$ cat src/rtl/vram_arbiter.sv
// Single-port VRAM arbiter: display scan-out > frame-clear engine > host port.
// Define VRAM_ARB_STATS_EN to build the host stall counter; otherwise it reads 0.
module vram_arbiter #(
   parameter int ADDR_W = 14,
   parameter int DATA_W = 3,
   parameter int DEPTH  = 12288
) (
   input  logic              clk,
   input  logic              reset,
   input  logic              disp_req,
   input  logic [ADDR_W-1:0] disp_addr,
   output logic              disp_rvalid,
   output logic [DATA_W-1:0] disp_rdata,
   input  logic              clr_start,
   input  logic [DATA_W-1:0] clr_value,
   output logic              clr_busy,
   input  logic              host_valid,
   input  logic              host_we,
   input  logic [ADDR_W-1:0] host_addr,
   input  logic [DATA_W-1:0] host_wdata,
   output logic              host_ready,
   output logic              host_rvalid,
   output logic [DATA_W-1:0] host_rdata,
   output logic [15:0]       host_stall_cnt,
   output logic              mem_en,
   output logic              mem_we,
   output logic [ADDR_W-1:0] mem_addr,
   output logic [DATA_W-1:0] mem_wdata,
   input  logic [DATA_W-1:0] mem_rdata
);

   localparam logic [ADDR_W-1:0] FIRST_OOR = ADDR_W'(DEPTH);
   localparam logic [ADDR_W-1:0] LAST_ADDR = ADDR_W'(DEPTH - 1);

   typedef enum logic {ST_IDLE, ST_CLEAR} clr_state_t;

   clr_state_t        clr_state;
   logic [ADDR_W-1:0] clr_addr;
   logic [DATA_W-1:0] clr_val_q;
   logic              tag_disp, tag_host, tag_oor;
   logic              host_oor, grant_clr, grant_host;

   assign clr_busy   = (clr_state == ST_CLEAR);
   assign host_oor   = (host_addr >= FIRST_OOR);
   assign grant_clr  = ~disp_req & clr_busy;
   assign grant_host = ~disp_req & ~clr_busy & host_valid;
   assign host_ready = grant_host;

   // Out-of-range host requests are still accepted, they just never touch the macro.
   always_comb begin
      // NOTE: every output gets a default first so no path leaves it unassigned (no latch).
      mem_en    = 1'b0;
      mem_we    = 1'b0;
      mem_addr  = '0;
      mem_wdata = '0;
      if (!reset) begin
         if (disp_req) begin
            mem_en   = 1'b1;
            mem_addr = disp_addr;
         end else if (grant_clr) begin
            mem_en    = 1'b1;
            mem_we    = 1'b1;
            mem_addr  = clr_addr;
            mem_wdata = clr_val_q;
         end else if (grant_host && !host_oor) begin
            mem_en    = 1'b1;
            mem_we    = host_we;
            mem_addr  = host_addr;
            mem_wdata = host_wdata;
         end
      end
   end

   always_ff @(posedge clk or posedge reset) begin
      // NOTE: state registers use non-blocking assignments so all flops update together.
      if (reset) begin
         clr_state <= ST_IDLE;
         clr_addr  <= '0;
         clr_val_q <= '0;
      end else begin
         case (clr_state)
            ST_IDLE: begin
               if (clr_start) begin
                  clr_state <= ST_CLEAR;
                  clr_val_q <= clr_value;
                  clr_addr  <= '0;
               end
            end
            ST_CLEAR: begin
               // A display fetch steals the slot; the clear address holds.
               if (!disp_req) begin
                  if (clr_addr == LAST_ADDR) begin
                     clr_state <= ST_IDLE;
                     clr_addr  <= '0;
                  end else begin
                     clr_addr <= clr_addr + 1'b1;
                  end
               end
            end
            default: clr_state <= ST_IDLE;
         endcase
      end
   end

   always_ff @(posedge clk or posedge reset) begin
      if (reset) begin
         tag_disp <= 1'b0;
         tag_host <= 1'b0;
         tag_oor  <= 1'b0;
      end else begin
         tag_disp <= disp_req;
         tag_host <= grant_host & ~host_we;
         tag_oor  <= grant_host & ~host_we & host_oor;
      end
   end

   assign disp_rvalid = tag_disp;
   assign disp_rdata  = tag_disp ? mem_rdata : '0;
   assign host_rvalid = tag_host;
   assign host_rdata  = (tag_host && !tag_oor) ? mem_rdata : '0;

`ifdef VRAM_ARB_STATS_EN
   logic [15:0] stall_q;

   always_ff @(posedge clk or posedge reset) begin
      if (reset) begin
         stall_q <= '0;
      end else if (host_valid && !host_ready && stall_q != 16'hFFFF) begin
         stall_q <= stall_q + 16'd1;
      end
   end

   assign host_stall_cnt = stall_q;
`else
   assign host_stall_cnt = 16'd0;
`endif

endmodule

$ cat config.mk
export PLATFORM = sky130hd
export DESIGN_NAME = vram_arbiter
export DESIGN_NICKNAME = d
export VERILOG_FILES = /design/src/rtl/vram_arbiter.sv
export SDC_FILE = /design/constraint.sdc
export NUM_CORES = 1
export LEC_CHECK = 0
export ABC_AREA = 0
export CAP_MARGIN = 20
export CORE_MARGIN = 5
export CORE_UTILIZATION = 39
export CTS_CLUSTER_SIZE = 40
export DETAILED_ROUTE_END_ITERATION = 16
export HOLD_SLACK_MARGIN = 0.08
export PLACE_DENSITY = 0.8
export SYNTH_ARGS = -nofsm -noshare
export SYNTH_HDL_FRONTEND = slang
export SYNTH_SLANG_ARGS = --single-unit
$ cat constraint.sdc
create_clock -name clk -period 2.2 [get_ports clk]
set_input_delay 0.22 -clock clk [delete_from_list [all_inputs] [get_ports clk]]
set_output_delay 0.22 -clock clk [all_outputs]
set_load 0.03 [all_outputs]
# After elaboration in Yosys (flattened, before gate mapping)
# Index checks and enable logic that the tools add are counted.
[totals]
ff_bits = 21
latch_bits = 0
ramBits = 0
mem_bits_ro = 0
inputBits = 43
mem_count = 0
[op_classes]
n_addsub = 1
mul = 0
n_div = 0
magnitude_cmp = 1
eq_ne = 3
shifts = 0
n_mux = 26
bitwise_logic = 8
reduce_logical = 6
[ops]
columns = ["operator", "count"]
rows = [
  ["2-to-1 mux 14 bit", 7],
  ["one-hot mux 14 bit (2 select lines)", 1],
  ["2-to-1 mux 3 bit", 6],
  ["adder 14 x 1 -> 14 bit, second input constant", 1],
  ["== test 14 bit, second input constant", 1],
  ["greater-or-equal comparator 14 bit, second input constant", 1],
  ["2-to-1 mux 1 bit", 11],
  ["AND 1 bit", 5],
  ["inequality test 2 bit, second input constant", 2],
  ["AND reduction 2 bit", 2],
  ["NOT 1 bit", 3],
  ["logical AND 1 bit", 2],
  ["logical NOT 1 bit", 2],
  ["one-hot mux 1 bit (2 select lines)", 1],
]

# Depth between registers and ports, before layout
# Gate-level depths: netlist of run 1.
[depth]
word_depth = 8
ltp_mapped = 6
mapped_depth_nobuf = 5

# Worst setup path before layout of run 1
# OpenSTA, ideal clock, no wires.
[synth_timing]
path_kind = "register -> output"
startpoint = "reg clr_state, in the netlist clr_busy"
endpoint = "out mem_addr[11]"
arrival_ps = 1831
required_time_ps = 1980
slack_ps = 149
path_stages_with_launch = 6
n_path_buf = 1
path_cell_list = "dfrtp_1 or3b_4 a21oi_4 buf_6 a221oi_1 nor2_1"
[synth_via]
elab_chain_cells = 8
elab_cells_between_ends = 9
cone_classes = "mux: 4; bitwise: 4; reduce/logical: 1"
[synth_rtl]
columns = ["element", "line_no", "rtl"]
rows = [
  ["from (decl)", "37", "clr_state_t clr_state;"],
  ["from (signal assigned)", "77", "clr_state <= ST_IDLE;"],
  ["from (signal assigned)", "84", "clr_state <= ST_CLEAR;"],
  ["from (signal assigned)", "93", "clr_state <= ST_IDLE;"],
  ["NOT 1 bit (no line)", "-", ""],
  ["AND 1 bit (2 in series)", "46", "assign grant_host = ~disp_req & ~clr_busy & host_valid;"],
  ["logical AND 1 bit", "65", "end else if (grant_host && !host_oor) begin"],
  ["2-to-1 mux 14 bit", "65", ""],
  ["2-to-1 mux 14 bit (*)", "60", "end else if (grant_clr) begin"],
  ["2-to-1 mux 14 bit (*)", "57", "if (disp_req) begin"],
  ["2-to-1 mux 14 bit (*)", "56", "if (!reset) begin"],
  ["to (decl)", "27", "output logic [ADDR_W-1:0] mem_addr,"],
]
# Every way passes the cells marked *; elsewhere a longest branch is shown, timed or not.

# Worst setup path in the final report of run 1
[layout_timing]
startpoint = "in host_valid"
endpoint = "out mem_we"
[layout_via]
elab_chain_cells = 6
[layout_rtl]
columns = ["element", "line_no", "rtl"]
rows = [
  ["from (decl)", "17", "input logic host_valid,"],
  ["AND 1 bit", "46", ""],
  ["logical AND 1 bit", "65", ""],
  ["2-to-1 mux 1 bit", "65", ""],
  ["2-to-1 mux 1 bit", "60", ""],
  ["2-to-1 mux 1 bit", "57", ""],
  ["2-to-1 mux 1 bit", "56", ""],
  ["to (decl)", "26", "output logic mem_we,"],
]
# Every way passes these cells.

==> flow_metrics.env, run 1 <==
export IMPL_grt_pass1_vias=1666
export IMPL_cts_repair_timing_setup_buffer_count=0
export IMPL_detail_route_drc_violations=0
export IMPL_run_status="finished clean"
export IMPL_cts_root_buf="sky130_fd_sc_hd__clkbuf_8"
export IMPL_critical_path_endpoint_type="output port"
export IMPL_seq_area_frac_synth_pct=32.36
export IMPL_synth_cell_types=42
export IMPL_timing_critical_path_from="host_valid"
export IMPL_post_cts_resized_instances=0
export IMPL_hold_violations=0
export IMPL_deepest_clock_path_buffer_count=2
export IMPL_data_required_time_at_the_worst_endpoint_ns=1.98
export IMPL_clock_power_share_pct=20.6
export IMPL_dieArea_sq_um=5555
export IMPL_total_chip_power_mw=1.218
export IMPL_cts_htree_levels=1
export IMPL_clk_pin_slew_ns=0.07
export IMPL_die_h_um=74.53
export IMPL_timing_max_slew_rel_slack_pct=49.95
export IMPL_clock_tree_from_tritoncts="built"
export IMPL_cap_violations=0
export IMPL_power_switching_fraction_pct=36.84
export IMPL_met1Wirelength_um=1880
export IMPL_drt_iter0_markers=119
export IMPL_setup_reg_to_reg_worst_slack_ns=0.40
export IMPL_worstSetupPathType="input pin to output port"
export IMPL_gp_weighted_congestion=0.8228
export IMPL_skew_ns=0.003289
export IMPL_vias=1709
export IMPL_dp_hpwl_um=3607
export IMPL_switching_power_mw=0.4486
export IMPL_avgViaCountPerCell=5.275
export IMPL_cp_data_arrival_time_ns=1.81
export IMPL_final_period_utilization_pct=92.48
export IMPL_worst_pin_slew_ns=0.7485
export IMPL_grt_antenna_before_repair=0
export IMPL_insertion_delay_ns=0.26
export IMPL_cts_made_buffers=3
export IMPL_fillCellCount=388
export IMPL_preCtsSetupSlack_ns=0.1758
export IMPL_initial_core_util_pct=40.31
export IMPL_multi_input_comb_area_sq_um=949.7
export IMPL_vdd_ir_drop_max_mv=0.3968
export IMPL_finalSetupViolations=0
export IMPL_port_buffer_count=71
export IMPL_grt_overflow=0
export IMPL_ctsHoldBuffers=0
export IMPL_final_core_util_pct=57.21
export IMPL_ys_ff_latch=21
export IMPL_comb_power_share_pct=35.9
export IMPL_critical_path_startpoint_type="input pin"
export IMPL_cts_sink_count=21
export IMPL_cp_max_fo=19
export IMPL_drtAntennaViolNets=0
export IMPL_count_of_nets_after_finishing=319
export IMPL_cellPowerDensity_nw_per_um2=528.4
export IMPL_placementRows=23
export IMPL_pre_repair_dr_iteration_count=6
export IMPL_hold_slack_ns=0.4783
export IMPL_flow_area_growth_from_synthesis_pct=41.91
export IMPL_power_sequential_fraction_pct=43.5
export IMPL_width_of_the_die_um=74.53
export IMPL_unrepaired_setup_endpoints_after_global_routing="false"
export IMPL_pin_count_of_the_biggest_net_entering_global_routing=33
export IMPL_top_layer_reached_by_signal_wires="met4"
export IMPL_worst_hold_path_num_cells=2
export IMPL_gr_util_all_layers_pct=16.81
export IMPL_min_to="clr_val_q[1]"
export IMPL_worst_r2r_endpoint="clr_addr[5]"
export IMPL_wire_per_inst_um=14.31
export IMPL_hold_path_startpoint="clr_val_q[1]"
export IMPL_number_of_pins_with_negative_max_slew_slack_in_the_final_report=0
export IMPL_synthesis_area_per_instance_sq_um=7.771
export IMPL_worstHoldPathType="flop to flop"
export IMPL_met2WireLength_um=2357
export IMPL_synth_area_sq_um=1624
export IMPL_n_antenna_cell=0
export IMPL_clock_fmax_ghz=0.4915
export IMPL_drt_wl_total_um=4637
export IMPL_yosys_warnings=0
export IMPL_rr_worst_depth=5
export IMPL_wl_met3_um=390
export IMPL_design_core_area_sq_um=4029
export IMPL_layout_cell_share_with_drive_strength_beyond_1_pct=12.41
export IMPL_cellInternalPower_mw=0.7691
export IMPL_regToRegStartpoint="clr_addr[0]"
export IMPL_setup_slack_after_layout_ns=0.1655
export IMPL_seqCellArea_sq_um=525.5
export IMPL_post_route_setup_tns_ns=0
export IMPL_wire_length_of_the_first_global_routing_pass_um=7534
export IMPL_period_needed_ns=2.034
export IMPL_p_leak_nw=0.9949
export IMPL_io_pin_count=88
export IMPL_synthesis_instances=209
-- how the worst max path moves through the flow --
stage                               to  slack [ns]  cells past startpoint
after floorplan           mem_addr[11]        0.15                      5
after detailed placement   mem_addr[0]        0.18                      7
after global routing       mem_addr[0]        0.04                      7
after CTS                  mem_addr[0]        0.17                      7
final                           mem_we        0.17                      7
after global placement    mem_addr[10]        0.20                      7
-- synthesized netlist by cell type --
master	instances	area share [%]
sky130_fd_sc_hd__a21oi_1	10	3.1
sky130_fd_sc_hd__a21oi_4	1	1.0
sky130_fd_sc_hd__a221oi_1	12	6.5
sky130_fd_sc_hd__a222oi_1	2	1.2
sky130_fd_sc_hd__a22o_1	3	1.6
sky130_fd_sc_hd__a22oi_1	3	1.4
sky130_fd_sc_hd__a31oi_1	7	2.7
sky130_fd_sc_hd__a41oi_1	2	1.1
sky130_fd_sc_hd__a41oi_4	1	1.7
sky130_fd_sc_hd__and2_1	6	2.3
sky130_fd_sc_hd__and3_1	2	0.77
sky130_fd_sc_hd__and4_1	2	1.1
sky130_fd_sc_hd__and4_4	1	0.69
sky130_fd_sc_hd__buf_1	1	0.23
sky130_fd_sc_hd__buf_2	3	0.92
sky130_fd_sc_hd__buf_4	16	7.4
sky130_fd_sc_hd__buf_6	2	1.4
sky130_fd_sc_hd__clkbuf_1	6	1.4
sky130_fd_sc_hd__clkbuf_2	2	0.62
sky130_fd_sc_hd__conb_1	1	0.23
sky130_fd_sc_hd__dfrtp_1	21	32
sky130_fd_sc_hd__ha_1	1	0.77
sky130_fd_sc_hd__inv_1	3	0.69
sky130_fd_sc_hd__nand2_1	32	7.4
sky130_fd_sc_hd__nand2b_1	3	1.2
sky130_fd_sc_hd__nand3_1	4	1.2
sky130_fd_sc_hd__nand3_2	1	0.62
sky130_fd_sc_hd__nand3b_1	1	0.46
sky130_fd_sc_hd__nand4_1	2	0.77
sky130_fd_sc_hd__nor2_1	37	8.6
sky130_fd_sc_hd__nor2b_1	4	1.5
sky130_fd_sc_hd__nor3_1	1	0.31
sky130_fd_sc_hd__nor3_2	1	0.62
sky130_fd_sc_hd__nor4_1	2	0.77
sky130_fd_sc_hd__o21ai_0	5	1.5
sky130_fd_sc_hd__o21ai_1	1	0.31
sky130_fd_sc_hd__o22ai_1	1	0.39
sky130_fd_sc_hd__o31a_1	1	0.54
sky130_fd_sc_hd__o31ai_1	1	0.46
sky130_fd_sc_hd__or3b_4	1	0.69
sky130_fd_sc_hd__or4_1	1	0.46
sky130_fd_sc_hd__xnor2_1	2	1.1
-- area by class of cell --
cell class | instances | share of cell area (%)
Multi-Input combinational cell | 170 | 41.21
Timing Repair Buffer | 76 | 30.84
Sequential cell | 21 | 22.80
Tap cell | 50 | 2.714
Clock buffer | 4 | 1.954
Inverter | 3 | 0.4886
-- metal layers --
metal | global-route usage, % | vias to the layer above
met5 | 0 | -
met4 | 2.174 | 0
met3 | 5.000 | 2
met2 | 28.59 | 61
met1 | 21.70 | 806
li1 | - | 840
-- flip-flops by register name, summed over array words and instances, names as in the netlist --
signal,count
clr_addr,14
clr_val_q,3
clr_busy,1
disp_rvalid,1
host_rvalid,1
tag_oor,1
-- power groups by stage --
stage / sequential (mW) / clock [mW] / combinational, mW
3_3_place_gp: 0.534 / 0 / 0.433
5_1_grt: 0.542 / 0.282 / 0.484
4_1_cts: 0.527 / 0.260 / 0.440
2_1_floorplan: 0.483 / 0 / 0.343
3_5_place_dp: 0.535 / 0 / 0.438
6_report: 0.530 / 0.250 / 0.437
-- stage by stage --
stage,instance area (sq um),std cells
4_1_cts,2305,324
2_1_floorplan,1680,224
3_3_place_gp,2260,320
5_1_grt,2305,324
6_report,2305,324
3_5_place_dp,2260,320
-- cells in the final DEF (no fill, tap or decap), types with 2 or more instances in the layout --
master and instances:
sky130_fd_sc_hd__nand4_1 2, sky130_fd_sc_hd__a41oi_1 2, sky130_fd_sc_hd__nand3_1 4, sky130_fd_sc_hd__a222oi_1 2
sky130_fd_sc_hd__nor4_1 2, sky130_fd_sc_hd__a221oi_1 12, sky130_fd_sc_hd__a22o_1 3, sky130_fd_sc_hd__a22oi_1 3
sky130_fd_sc_hd__nor2b_1 4, sky130_fd_sc_hd__and4_1 2, sky130_fd_sc_hd__a21oi_1 10, sky130_fd_sc_hd__nand2_1 32
sky130_fd_sc_hd__a31oi_1 7, sky130_fd_sc_hd__dfrtp_1 21, sky130_fd_sc_hd__buf_4 24, sky130_fd_sc_hd__clkbuf_8 3
sky130_fd_sc_hd__nand2b_1 3, sky130_fd_sc_hd__conb_1 16, sky130_fd_sc_hd__nor2_1 37, sky130_fd_sc_hd__and2_1 6
sky130_fd_sc_hd__and3_1 2, sky130_fd_sc_hd__o21ai_0 5, sky130_fd_sc_hd__inv_1 3, sky130_fd_sc_hd__xnor2_1 2
sky130_fd_sc_hd__clkdlybuf4s50_1 51
-- cells by family (layout without fill, tap and decap cells) --
logic type | Yosys count | count (layout) | share of synthesized area, %
compound gates | 50 | 50 | 23.50
flops | 21 | 21 | 32.36
other cells | 1 | 16 | 0.2309
fa+ha+maj | 1 | 1 | 0.7703
simple gates | 101 | 101 | 29.43
buf+inv | 33 | 83 | 12.63
xor+xnor | 2 | 2 | 1.079
-- critical path, stage by stage --
cell                              delay [ns]
sky130_fd_sc_hd__clkdlybuf4s50_1        0.45
sky130_fd_sc_hd__or3b_4                 0.40
sky130_fd_sc_hd__a21oi_4                0.15
sky130_fd_sc_hd__buf_12                 0.16
sky130_fd_sc_hd__a21oi_1                0.08
sky130_fd_sc_hd__nor3_2                 0.15
sky130_fd_sc_hd__buf_4                  0.20
No activity file was read; power rests on OpenSTA's default activity.
==> run 2, diff against run 1 <==
--- a/config.mk
+++ b/config.mk
@@ -11,8 +11,10 @@
 export CORE_UTILIZATION = 39
 export CTS_CLUSTER_SIZE = 40
 export DETAILED_ROUTE_END_ITERATION = 16
+export GPL_TIMING_DRIVEN = 0
 export HOLD_SLACK_MARGIN = 0.08
 export PLACE_DENSITY = 0.8
+export SKIP_CTS_REPAIR_TIMING = 1
 export SYNTH_ARGS = -nofsm -noshare
 export SYNTH_HDL_FRONTEND = slang
 export SYNTH_SLANG_ARGS = --single-unit
==> flow_metrics.env, run 2 (synthesized netlist as in run 1, its figures left out) <==
export IMPL_dp_hpwl_um=4130
export IMPL_insertion_delay_ns=0.27
export IMPL_flow_area_growth_from_synthesis_pct=53.31
export IMPL_cts_root_buf="sky130_fd_sc_hd__clkbuf_8"
export IMPL_cts_made_buffers=3
export IMPL_timing_max_slew_rel_slack_pct=43.59
export IMPL_clock_fmax_ghz=0.4639
export IMPL_layout_cells_most_common="sky130_fd_sc_hd__clkdlybuf4s50_1"
export IMPL_port_buffer_count=70
export IMPL_period_needed_ns=2.156
export IMPL_final_core_util_pct=61.80
export IMPL_total_chip_power_mw=1.298
export IMPL_cap_violations=0
export IMPL_width_of_the_die_um=74.53
export IMPL_gp_weighted_congestion=0.7750
export IMPL_groute_layer_met2_usage_pct=34.15
export IMPL_deepest_clock_path_buffer_count=2
export IMPL_preCtsSetupSlack_ns=-0.5909
export IMPL_vdd_ir_drop_max_mv=0.3636
export IMPL_data_required_time_at_the_worst_endpoint_ns=1.98
export IMPL_wire_per_inst_um=15.62
export IMPL_worst_pin_slew_ns=0.8452
export IMPL_drt_iter0_markers=87
export IMPL_finalSetupViolations=0
export IMPL_worstHoldPathType="input pin to flop"
export IMPL_die_h_um=74.53
export IMPL_layout_cell_share_with_drive_strength_beyond_1_pct=18.27
export IMPL_io_pin_count=88
export IMPL_skew_ns=0.002431
export IMPL_regMostFlops="clr_addr"
export IMPL_gr_util_all_layers_pct=19.23
export IMPL_count_of_nets_after_finishing=346
export IMPL_p_leak_nw=1.171
export IMPL_wire_length_of_the_first_global_routing_pass_um=8411
export IMPL_critical_path_endpoint_type="output port"
export IMPL_dieArea_sq_um=5555
export IMPL_pin_count_of_the_biggest_net_entering_global_routing=22
export IMPL_largest_register_ff_count=14
export IMPL_run_status="finished clean"
export IMPL_layout_top_registers="clr_addr (14), clr_val_q (3)"
export IMPL_dpl_cell_count=344
export IMPL_cts_htree_levels=1
export IMPL_hold_violations=0
export IMPL_gr_usage_met1_pct=24.79
export IMPL_drt_wl_total_um=5484
export IMPL_placementRows=23
export IMPL_grt_use_met3_pct=2.568
export IMPL_grt_overflow=0
export IMPL_vias=1846
export IMPL_layout_cells_most_common_list="50 x sky130_fd_sc_hd__clkdlybuf4s50_1, 37 x sky130_fd_sc_hd__nor2_1, 32 x sky130_fd_sc_hd__nand2_1, 25 x sky130_fd_sc_hd__buf_4, 21 x sky130_fd_sc_hd__dfrtp_1"
export IMPL_drtAntennaViolNets=0
export IMPL_clk_pin_slew_ns=0.09
export IMPL_n_antenna_cell=0
export IMPL_cts_sink_count=21
export IMPL_number_of_pins_with_negative_max_slew_slack_in_the_final_report=0
export IMPL_unrepaired_setup_endpoints_after_global_routing="true"
export IMPL_pre_repair_dr_iteration_count=5
export IMPL_worstSetupPathType="flop to output port"
export IMPL_post_route_setup_tns_ns=0
export IMPL_cp_data_arrival_time_ns=1.94
export IMPL_final_period_utilization_pct=97.98
export IMPL_grt_pass1_vias=1788
export IMPL_grt_antenna_before_repair=0
export IMPL_critical_path_startpoint_type="flop"
export IMPL_top_usage_layer="met2"
export IMPL_cellPowerDensity_nw_per_um2=521.4
export IMPL_design_core_area_sq_um=4029
export IMPL_clock_tree_from_tritoncts="built"
export IMPL_avgViaCountPerCell=5.259
export IMPL_initial_core_util_pct=40.31
export IMPL_cp_max_fo=6
export IMPL_post_layout_nonfiller_instances=351
export IMPL_setup_slack_after_layout_ns=0.04439
export IMPL_detail_route_drc_violations=0
-- run 2: cell count changes in the layout (fill, tap and decap cells not counted) --
cell,change
sky130_fd_sc_hd__buf_4,+1
sky130_fd_sc_hd__buf_6,+3
sky130_fd_sc_hd__clkbuf_2,+10
sky130_fd_sc_hd__dlymetal6s2s_1,+5
sky130_fd_sc_hd__buf_2,+4
sky130_fd_sc_hd__clkdlybuf4s50_1,-1
sky130_fd_sc_hd__clkinvlp_4,+1
sky130_fd_sc_hd__clkbuf_4,+1
sky130_fd_sc_hd__buf_12,-1
sky130_fd_sc_hd__a221oi_2,+1
sky130_fd_sc_hd__a21oi_2,+1
sky130_fd_sc_hd__clkbuf_1,+3
sky130_fd_sc_hd__a221oi_1,-1
-- run 2: stage by stage --
| stage | hold slack (ns) | area [sq um] |
|---|---|---|
| after floorplan | 0.2514 | 1680 |
| after global placement | 0.4625 | 2444 |
| after detailed placement | 0.4663 | 2444 |
| after CTS | 0.3484 | 2492 |
| after global routing | 0.1779 | 2490 |
| final | 0.1780 | 2490 |
-- run 2: path summary, 6_finish.rpt --
check | start | to | slack [ns] | cells after the start
min in group asynchronous | reset | clr_val_q[1] | 0.31 | 2
hold reg to reg | clr_val_q[1] | clr_val_q[1] | 0.49 | 2
hold / removal | disp_req | disp_rvalid | 0.18 | 1
setup reg to reg | clr_addr[0] | clr_addr[5] | 0.41 | 6
max in group asynchronous | reset | tag_oor | 1.37 | 2
setup / recovery | clr_busy | mem_wdata[2] | 0.04 | 6
-- run 2: final cells by class --
cell class              instances  area, sq um
fillers                       391         1539
multi-input cells             171        964.7
repair buffers                 72        679.4
flip-flops and latches         21        525.5
plain buffers                  30        197.7
well taps                      50        62.56
clock buffers                   3        41.29
inverters                       3        11.26
clock inverters                 1        7.507
-- run 2: per-layer routing --
metal  part of all wire (%)  wire, um  up-vias
met4                   0.88        48        0
met5                      0         0        -
met1                     43      2352      868
met2                     50      2719       69
met3                    6.6       364        8
li1                       -         -      901
-- run 2: worst max-delay path, stage by stage, from the launching register on --
cell,delay [ns]
sky130_fd_sc_hd__dfrtp_1,0.42
sky130_fd_sc_hd__or3b_4,0.43
sky130_fd_sc_hd__a21oi_4,0.26
sky130_fd_sc_hd__buf_6,0.17
sky130_fd_sc_hd__a22oi_1,0.07
sky130_fd_sc_hd__nor2_1,0.14
sky130_fd_sc_hd__buf_4,0.18
-- run 2: where the power goes --
part           total (mW)  switching [mW]  internal [mW]  leakage, nW
Sequential          0.491          0.0540          0.437        0.273
Clock               0.280           0.152          0.128       0.0217
Combinational       0.527           0.296          0.232        0.877
